===== src/rtl/bcd_display_scheduler_pkg.sv =====
// rtl/bcd_display_scheduler_pkg.sv - shared encodings and widths for the BCD display scheduler
package bcd_display_scheduler_pkg;

   localparam int OP_W  = 5;
   localparam int BCD_W = 4;

   typedef enum logic [2:0] {
      ST_IDLE   = 3'd0,
      ST_CONV_A = 3'd1,
      ST_CAP_A  = 3'd2,
      ST_CONV_B = 3'd3,
      ST_CAP_B  = 3'd4
   } state_t;

   localparam logic [3:0] ANODE_0 = 4'b1110;
   localparam logic [3:0] ANODE_1 = 4'b1101;
   localparam logic [3:0] ANODE_2 = 4'b1011;
   localparam logic [3:0] ANODE_3 = 4'b0111;

   function automatic logic [3:0] anode_pattern(input logic [1:0] idx);
      case (idx)
         2'd0:    return ANODE_0;
         2'd1:    return ANODE_1;
         2'd2:    return ANODE_2;
         default: return ANODE_3;
      endcase
   endfunction

   function automatic logic digit_invalid(input logic [BCD_W-1:0] d);
      return d > 4'd9;
   endfunction

endpackage


===== src/rtl/bcd_display_scheduler_refresh_scanner.sv =====
// rtl/bcd_display_scheduler_refresh_scanner.sv - free-running prescaler and digit index for display multiplexing
module refresh_scanner
   import bcd_display_scheduler_pkg::*;
#(
   parameter int REFRESH_DIV = 50000
) (
   input  logic       clk,
   input  logic       reset,
   output logic [1:0] index,
   output logic [3:0] anodos
);

   localparam int PRE_W = $clog2(REFRESH_DIV);
   localparam logic [PRE_W-1:0] PRE_LAST = PRE_W'(REFRESH_DIV - 1);

   logic [PRE_W-1:0] pre;

   always_ff @(posedge clk or posedge reset) begin
      if (reset) begin
         pre   <= '0;
         index <= 2'd0;
      end else if (pre == PRE_LAST) begin
         pre   <= '0;
         index <= index + 2'd1;
      end else begin
         pre   <= pre + PRE_W'(1);
      end
   end

   assign anodos = anode_pattern(index);

endmodule


===== src/rtl/bcd_display_scheduler.sv =====
// rtl/bcd_display_scheduler.sv - shares one binary-to-BCD converter between two operands and scans four digits
module bcd_display_scheduler
   import bcd_display_scheduler_pkg::*;
#(
   parameter int REFRESH_DIV = 50000
) (
   input  logic             clk,
   input  logic             reset,
   input  logic [OP_W-1:0]  NbA,
   input  logic [OP_W-1:0]  NbB,
   input  logic             load,
   output logic [OP_W-1:0]  Nb_conv,
   input  logic [BCD_W-1:0] Decenas_in,
   input  logic [BCD_W-1:0] Unidades_in,
   output logic             busy,
   output logic             listo,
   output logic             err,
   output logic [3:0]       anodos,
   output logic [BCD_W-1:0] digito
);

   state_t state, state_next;

   logic [OP_W-1:0]  reg_a, reg_b;
   logic [BCD_W-1:0] stage_a_t, stage_a_u;
   logic [BCD_W-1:0] disp_a_t, disp_a_u, disp_b_t, disp_b_u;
   logic [1:0]       index;
   logic             accept;
   logic             capture_bad;

   assign accept      = (state == ST_IDLE) && load;
   assign capture_bad = digit_invalid(Decenas_in) || digit_invalid(Unidades_in);

   always_ff @(posedge clk or posedge reset) begin
      if (reset) state <= ST_IDLE;
      else       state <= state_next;
   end

   always_comb begin
      state_next = state;
      case (state)
         ST_IDLE:   if (load) state_next = ST_CONV_A;
         ST_CONV_A: state_next = ST_CAP_A;
         ST_CAP_A:  state_next = ST_CONV_B;
         ST_CONV_B: state_next = ST_CAP_B;
         ST_CAP_B:  state_next = ST_IDLE;
         default:   state_next = ST_IDLE;
      endcase
   end

   // B digits go straight into the display registers, which double as B staging,
   // so all four digits change on the same edge.
   always_ff @(posedge clk or posedge reset) begin
      if (reset) begin
         reg_a     <= '0;
         reg_b     <= '0;
         stage_a_t <= '0;
         stage_a_u <= '0;
         disp_a_t  <= '0;
         disp_a_u  <= '0;
         disp_b_t  <= '0;
         disp_b_u  <= '0;
         listo     <= 1'b0;
         err       <= 1'b0;
      end else begin
         listo <= 1'b0;
         if (accept) begin
            reg_a <= NbA;
            reg_b <= NbB;
            err   <= 1'b0;
         end
         if (state == ST_CAP_A) begin
            stage_a_t <= Decenas_in;
            stage_a_u <= Unidades_in;
            if (capture_bad) err <= 1'b1;
         end
         if (state == ST_CAP_B) begin
            disp_a_t <= stage_a_t;
            disp_a_u <= stage_a_u;
            disp_b_t <= Decenas_in;
            disp_b_u <= Unidades_in;
            listo    <= 1'b1;
            if (capture_bad) err <= 1'b1;
         end
      end
   end

   always_comb begin
      Nb_conv = '0;
      case (state)
         ST_CONV_A, ST_CAP_A: Nb_conv = reg_a;
         ST_CONV_B, ST_CAP_B: Nb_conv = reg_b;
         default:             Nb_conv = '0;
      endcase
   end

   assign busy = (state != ST_IDLE);

   refresh_scanner #(
      .REFRESH_DIV(REFRESH_DIV)
   ) u_scanner (
      .clk    (clk),
      .reset  (reset),
      .index  (index),
      .anodos (anodos)
   );

   always_comb begin
      digito = '0;
      case (index)
         2'd0:    digito = disp_a_u;
         2'd1:    digito = disp_a_t;
         2'd2:    digito = disp_b_u;
         default: digito = disp_b_t;
      endcase
   end

endmodule

===== config.mk =====
export PLATFORM = sky130hd
export DESIGN_NAME = bcd_display_scheduler
export DESIGN_NICKNAME = d
export VERILOG_FILES = /design/src/rtl/bcd_display_scheduler_pkg.sv /design/src/rtl/bcd_display_scheduler_refresh_scanner.sv /design/src/rtl/bcd_display_scheduler.sv
export SDC_FILE = /design/constraint.sdc
export NUM_CORES = 1
export LEC_CHECK = 0
export CELL_PAD_IN_SITES_DETAIL_PLACEMENT = 1
export CELL_PAD_IN_SITES_GLOBAL_PLACEMENT = 2
export CORE_MARGIN = 8
export CORE_UTILIZATION = 39
export CTS_CLUSTER_DIAMETER = 120
export DETAILED_ROUTE_END_ITERATION = 8
export PLACE_DENSITY_LB_ADDON = 0.05
export SLEW_MARGIN = 20
export SYNTH_ARGS = -nofsm -noshare
export SYNTH_HDL_FRONTEND = slang
export SYNTH_SLANG_ARGS = --single-unit
export TNS_END_PERCENT = 100

===== constraint.sdc =====
create_clock -name clk -period 5.4 [get_ports clk]
set_clock_uncertainty 0.2 [all_clocks]
set_input_delay 1.08 -clock clk [delete_from_list [all_inputs] [get_ports clk]]
set_output_delay 1.08 -clock clk [all_outputs]
set_load 0.005 [all_outputs]

==> results of run 1 <==
==> logic make-up after synthesis <==
group	Yosys count	synth area share
AO/OA/AOI/OAI	18	0.0484
XOR/XNOR	16	0.0542
adder cells (fa/ha/maj)	5	0.0242
buffers and inverters	17	0.0378
flip-flops	57	0.552
multiplexers	36	0.170
AND/OR/NAND/NOR	55	0.113
==> synth_stat cells, drive strengths merged <==
cell type | count | area [sq um]
or3 | 1 | 11.3
nand3 | 7 | 35.0
xnor2 | 11 | 96.3
buf | 6 | 56.3
and4 | 2 | 17.5
nor2b | 1 | 6.26
o21ai | 5 | 25.0
xor2 | 5 | 43.8
nor3b | 2 | 20.0
nand4 | 5 | 31.3
clkinv | 1 | 3.75
nand2 | 6 | 22.5
nor3 | 4 | 25.0
nor2 | 22 | 90.1
nor4b | 1 | 8.76
or2 | 1 | 6.26
ha | 5 | 62.6
and3 | 1 | 6.26
nor4 | 2 | 12.5
dfrtp | 57 | 1430
a21oi | 5 | 25.0
inv | 10 | 37.5
a22o | 4 | 35.0
mux2 | 36 | 439
a222oi | 4 | 40.0
==> cells in the final DEF (no fill, tap or decap), types with 3 or more instances in the layout <==
master	Yosys	layout
dfrtp_1	57	57
clkdlybuf4s50_1	0	36
mux2_2	27	27
nor2_1	21	21
xnor2_1	11	11
clkbuf_8	0	11
inv_1	10	9
mux2_4	9	9
nand3_1	7	7
nand2_1	6	6
a21oi_1	5	5
nand4_1	5	5
xor2_1	5	5
o21ai_0	5	5
ha_1	5	5
a22o_1	4	4
a222oi_1	4	4
nor3_1	3	3
==> stage by stage <==
stage | instances | hold WS [ns] | worst slack (ns) | area, sq um | utilization
6_report | 329 | 0.301 | 2.08 | 3210 | 0.503
4_1_cts | 329 | 0.297 | 2.02 | 3210 | 0.503
5_1_grt | 329 | 0.315 | 1.88 | 3210 | 0.503
2_1_floorplan | 204 | 0.252 | 2.72 | 2580 | -
3_3_place_gp | 313 | 0.269 | 2.48 | 3000 | 0.470
3_5_place_dp | 313 | 0.289 | 2.39 | 3000 | 0.470
==> final timing paths <==
kind / slack [ns] / depth (start not counted) / from / to
setup / recovery: 2.08 / 5 / state[0]$_DFFE_PP0P_ / Nb_conv[4]
setup reg to reg: 3.16 / 4 / u_scanner.pre[5]$_DFF_PP0_ / u_scanner.index[1]$_DFFE_PP0N_
min in group asynchronous: 1.06 / 3 / reset / stage_a_t[3]$_DFFE_PP0P_
max in group asynchronous: 3.44 / 3 / reset / u_scanner.pre[10]$_DFF_PP0_
hold / removal: 0.30 / 1 / u_scanner.pre[0]$_DFF_PP0_ / u_scanner.pre[0]$_DFF_PP0_
hold reg to reg: 0.30 / 1 / u_scanner.pre[0]$_DFF_PP0_ / u_scanner.pre[0]$_DFF_PP0_
==> registers in the layout, indices dropped and copies added (netlist names) <==
register         count
stage_a_u            4
err                  1
disp_a_u             4
disp_b_u             4
state                3
reg_b                5
disp_b_t             4
reg_a                5
disp_a_t             4
u_scanner.index      2
u_scanner.pre       16
listo                1
stage_a_t            4
==> where the power goes <==
part / internal [mW] / switching (mW) / total (mW)
sequential: 0.575 / 0.105 / 0.680
clock: 0.238 / 0.169 / 0.407
combinational: 0.342 / 0.180 / 0.523
==> routing by layer <==
layer  global-route usage  part of all wire  up-vias
met3               0.0526             0.044       11
met2                0.218              0.51       31
met5                    0                 0        -
met1                0.149              0.44      875
met4               0.0420             0.014        0
li1                     -                 -      801
==> layout make-up <==
class                           instances  share of cell area
Sequential cell                        57               0.444
Multi-Input combinational cell        130               0.332
Timing Repair Buffer                   38               0.117
Clock buffer                           12              0.0483
Tap cell                               77              0.0300
Clock inverter                          4              0.0160
Inverter                               11              0.0129
==> run_results.csv, run 1 <==
group,metric,value,unit
sta,finalHoldViolCount,0,
logic_synthesis,syn_inst,204,
setup_path,path_class,"reg -> out",
sta,fmax,301,MHz
setup_path,max_stage_delay,0.53,ns
flow_run,maxCapViolCount,0,
global_routing,antenna_found_initial,0,
clock_network,cts-resized-gates,0,
sta,setup_viol,0,
clock_network,cts_buffers,9,
sta,min_period,3.32,ns
setup_path,critPathTopFamily,"buffers and inverters",
clock_network,clock_latency,0.34,ns
routing,antenna_left,0,
sta,rsz0062_at_grt,"false",
routing,drtIter0Drc,57,
place,post-dp-hpwl,4160,um
floorplan,initial_core_util,0.405,
routing,firstDrtPassIters,4,
setup_path,start_kind,"flip-flop",
floorplan,die_w,97.4,um
setup_path,crit_buf_inv,2,
logic_synthesis,synth_fp_nets,230,
worst_hold_path,hold_path.class,"reg -> reg",
floorplan,die_h,97.4,um
pwr,cellLeakagePower,1.39,nW
clock_network,holdBufCountCts,0,
routing,drcViolationCount,0,
final_layout,nFillCells,658,
global_routing,grt_usage,0.131,
final_layout,antenna_cells,0,
final_layout,regArea,1430,sq um
setup_path,cp.arrival,2.04,ns
clock_network,cts.sinks,57,
logic_synthesis,syn_avg_cell_area,12.7,sq um
clock_network,cts_htree_levels,3,
logic_synthesis,synth_seq_cells,57,
final_layout,area_growth,24.3,%
clock_network,clk_path_buf_depth,2,
routing,drt-wirelength-per-cell,17.5,um
routing,finalWirelength,5740,um
logic_synthesis,yosys_warnings,0,
sta,slew_headroom,0.456,
final_layout,multi_input_area,1060,sq um
pwr,ir_drop,0.284,mV
pwr,finalPower,1.61,mW
clock_network,clk_pin_slew,0.06,ns
global_routing,grt_max_degree,58,
final_layout,drive_above_1_share,0.238,
clock_network,cts-root-buf,"clkbuf_8",
logic_synthesis,ys_types,32,
logic_synthesis,synthesis.area,2580,sq um
final_layout,nNetsFinal,273,
routing,vias,1718,
setup_path,worstPathCellList,"nor3b_2 -> buf_4 -> nand2_1 -> o21ai_0 -> clkdlybuf4s50_1",
sta,setup_tns,0,ns
global_routing,grt_overflow,0,
sta,report.final.slew_viol_count,0,
routing,viasPerCell,5.22,
floorplan,io_pins,37,
clock_network,cts_tree,"done",
pwr,powerDensity,502,nW/um^2
logic_synthesis,yosysSeqAreaShare,0.552,
place,place_congestion,0.763,
floorplan,rows,29,
sta,tightest_slew,0.812,ns
sta,fin_crit_sh,0.615,
setup_path,required,4.12,ns
setup_path,critical-path-slowest-cell,"clkdlybuf4s50_1",
place,port_buffers,36,
clock_network,cts_setup_buffers,0,
run_status,status,"finished clean",
setup_path,worstPathMaxFanout,19,
floorplan,dieArea,9490,sq um
setup_path,endpoint_kind,"primary output",
global_routing,grt_pass1_wl,9980,um
floorplan,core_area,6390,sq um
global_routing,grt_pass1_vias,1951,
Note: power is estimated with default switching activity, not from simulation.
==> run 2: changes to the inputs <==
--- a/config.mk
+++ b/config.mk
@@ -8,7 +8,7 @@
 export CELL_PAD_IN_SITES_DETAIL_PLACEMENT = 1
 export CELL_PAD_IN_SITES_GLOBAL_PLACEMENT = 2
 export CORE_MARGIN = 8
-export CORE_UTILIZATION = 39
+export CORE_UTILIZATION = 33
 export CTS_CLUSTER_DIAMETER = 120
 export DETAILED_ROUTE_END_ITERATION = 8
 export PLACE_DENSITY_LB_ADDON = 0.05
==> constraint.sdc (replaced) <==
create_clock -name clk -period 3 [get_ports clk]
set_clock_uncertainty 0.2 [all_clocks]
set_input_delay 0.6 -clock clk [delete_from_list [all_inputs] [get_ports clk]]
set_output_delay 0.6 -clock clk [all_outputs]
set_load 0.005 [all_outputs]
==> run 2 against run 1 <==
Compared with the run above:
- register-to-register slack worse by 2.1 ns
- worst hold slack worse by 0.010 ns
- die area is 15% higher
- sequential cell count did not move
- non-clock buffer count is 1 higher
- core utilization down 8.1 points
- critical endpoint unchanged
- largest power group unchanged
- sequential share of layout area decreased by 0.16 points
- cell count increased by 7.6%
- critical path type unchanged
- highest routed layer unchanged
- combinational power is 80% higher
- power rose by 71%
- setup slack got worse by 1.9 ns
==> run_results.csv, run 2 (same netlist as run 1, synthesis figures left out) <==
group,metric,value,unit
pwr,p_comb_frac,0.342,
sta,fmax,355,MHz
worst_hold_path,min_from,"u_scanner.pre[0]$_DFF_PP0_",
pwr,swShare,0.288,
final_layout,mostFrequentLayoutCells,"dfrtp_1, clkdlybuf4s50_1, mux2_2",
clock_network,cts-resized-gates,0,
setup_path,start_kind,"flip-flop",
routing,antenna_left,0,
sta,report.final.slew_viol_count,0,
worst_hold_path,hold_path.class,"reg -> reg",
clock_network,cts_setup_buffers,0,
sta,finalHoldViolCount,0,
flow_run,maxCapViolCount,0,
floorplan,rows,32,
setup_path,endpoint_kind,"primary output",
clock_network,cts_buffers,9,
clock_network,cts.sinks,57,
global_routing,grt_pass1_wl,10100,um
floorplan,die_w,104,um
clock_network,clock_latency,0.33,ns
clock_network,clk_path_buf_depth,2,
final_layout,final_common_cell,"dfrtp_1",
routing,vias,1734,
sta,final.setup.worst_slack,0.185,ns
sta,tightest_slew,0.772,ns
place,post-dp-hpwl,4330,um
final_layout,largest_register_ffs,16,
pwr,cellLeakagePower,1.38,nW
final_layout,reg_top3,"u_scanner.pre x16, reg_a x5, reg_b x5",
pwr,powerDensity,856,nW/um^2
place,place_ws,0.470,ns
final_layout,drive_above_1_share,0.246,
sta,setup_viol,0,
place,placedCellCount,339,
setup_path,worstPathMaxFanout,19,
floorplan,die_h,104,um
routing,drt-wirelength-per-cell,16.7,um
routing,firstDrtPassIters,4,
setup_path,cp.arrival,2.01,ns
pwr,ir_drop,0.196,mV
place,place_congestion,0.760,
routing,finalWirelength,5910,um
final_layout,nNetsFinal,274,
setup_path,timing.rr.start,"state[0]$_DFFE_PP0P_",
setup_path,required,2.20,ns
global_routing,antenna_found_initial,0,
routing,viasPerCell,4.90,
routing,drtIter0Drc,54,
clock_network,holdBufCountCts,0,
clock_network,cts_htree_levels,3,
sta,fin_crit_sh,0.938,
global_routing,grt_max_degree,36,
floorplan,dieArea,10900,sq um
floorplan,io_pins,37,
global_routing,grt_pass1_vias,1935,
global_routing,grt_overflow,0,
run_status,status,"finished clean",
pwr,intPower,1.97,mW
pwr,p_clk_frac,0.218,
sta,slew_headroom,0.483,
sta,rsz0062_at_grt,"false",
sta,setup_tns,0,ns
routing,drcViolationCount,0,
final_layout,final_util,0.421,
clock_network,cts-root-buf,"clkbuf_8",
pwr,seqPwrFrac,0.440,
global_routing,grt_usage,0.116,
final_layout,largest-register,"u_scanner.pre",
place,port_buffers,36,
final_layout,area_growth,24.7,%
setup_path,path_class,"reg -> out",
clock_network,clk_pin_slew,0.07,ns
clock_network,cts_tree,"done",
final_layout,antenna_cells,0,
setup_path,critical_path.startpoint,"state[0]$_DFFE_PP0P_",
sta,min_period,2.81,ns
final_layout,nFillCells,831,
pwr,p_sw,793,uW
floorplan,initial_core_util,0.338,
floorplan,core_area,7650,sq um
final_layout,finalNonFillerCells,354,
run 2: cell count changes in the layout (fill, tap and decap cells not counted), sizes merged:
cell      change
clkinv        +2
clkbuf        -1
buf           +1
clkinvlp      -1
bufinv        -1
run 2: cell type report:
type                    count  area (sq um)  share of cell area
well taps                 102           128              0.0396
flip-flops and latches     57          1430               0.443
clock buffers              11           141              0.0439
repair buffers             39           395               0.123
multi-input cells         130          1070               0.332
clock inverters             4          20.0             0.00621
inverters                  11          41.3              0.0128
run 2: worst paths after layout:
path	to	slack (ns)	cells past startpoint
max	Nb_conv[4]	0.19	5
min	u_scanner.pre[0]$_DFF_PP0_	0.29	1
max reg2reg	reg_a[4]$_DFFE_PP0P_	1.04	3
min reg2reg	u_scanner.pre[0]$_DFF_PP0_	0.29	1
max in group asynchronous	stage_a_u[0]$_DFFE_PP0P_	1.61	3
min in group asynchronous	reg_b[2]$_DFFE_PP0P_	0.43	2
run 2: critical path, stage by stage, from the launching register on:
cell and delay, ns:
dfrtp_1 0.48, nor3b_2 0.23, buf_4 0.29, nand2_1 0.08, o21ai_0 0.08, clkdlybuf4s50_1 0.53
run 2: per-stage QoR:
stage               area (sq um)  power (mW)  hold WS [ns]
global placement            3060        2.16         0.272
floorplan                   2580        1.82         0.252
CTS                         3220        2.82         0.298
global route                3220        2.96         0.314
finish                      3220        2.76         0.291
detailed placement          3060        2.20         0.289
run 2: power by group through the flow:
stage / Combinational [mW] / Clock, mW / Sequential [mW]
2_1_floorplan: 0.677 / 0 / 1.15
3_3_place_gp: 0.943 / 0 / 1.21
3_5_place_dp: 0.966 / 0 / 1.23
4_1_cts: 0.974 / 0.631 / 1.22
5_1_grt: 1.04 / 0.668 / 1.25
6_report: 0.944 / 0.601 / 1.21
run 2: per-layer routing:
layer  global-route usage  routed length [um]  vias to the layer above
met5                    0                   0                        -
met4               0.0558                 114                        0
met3               0.0266                 179                       10
met2                0.193                3060                       24
met1                0.138                2550                      898
li1                     -                   -                      802
==> run 3: changes to the inputs <==
--- a/config.mk
+++ b/config.mk
@@ -10,6 +10,7 @@
 export CORE_MARGIN = 8
 export CORE_UTILIZATION = 33
 export CTS_CLUSTER_DIAMETER = 120
+export CTS_CLUSTER_SIZE = 25
 export DETAILED_ROUTE_END_ITERATION = 8
 export PLACE_DENSITY_LB_ADDON = 0.05
 export SLEW_MARGIN = 20
==> results of run 3 <==
No change in the layout: final DEF, timing and power equal those of run 2.
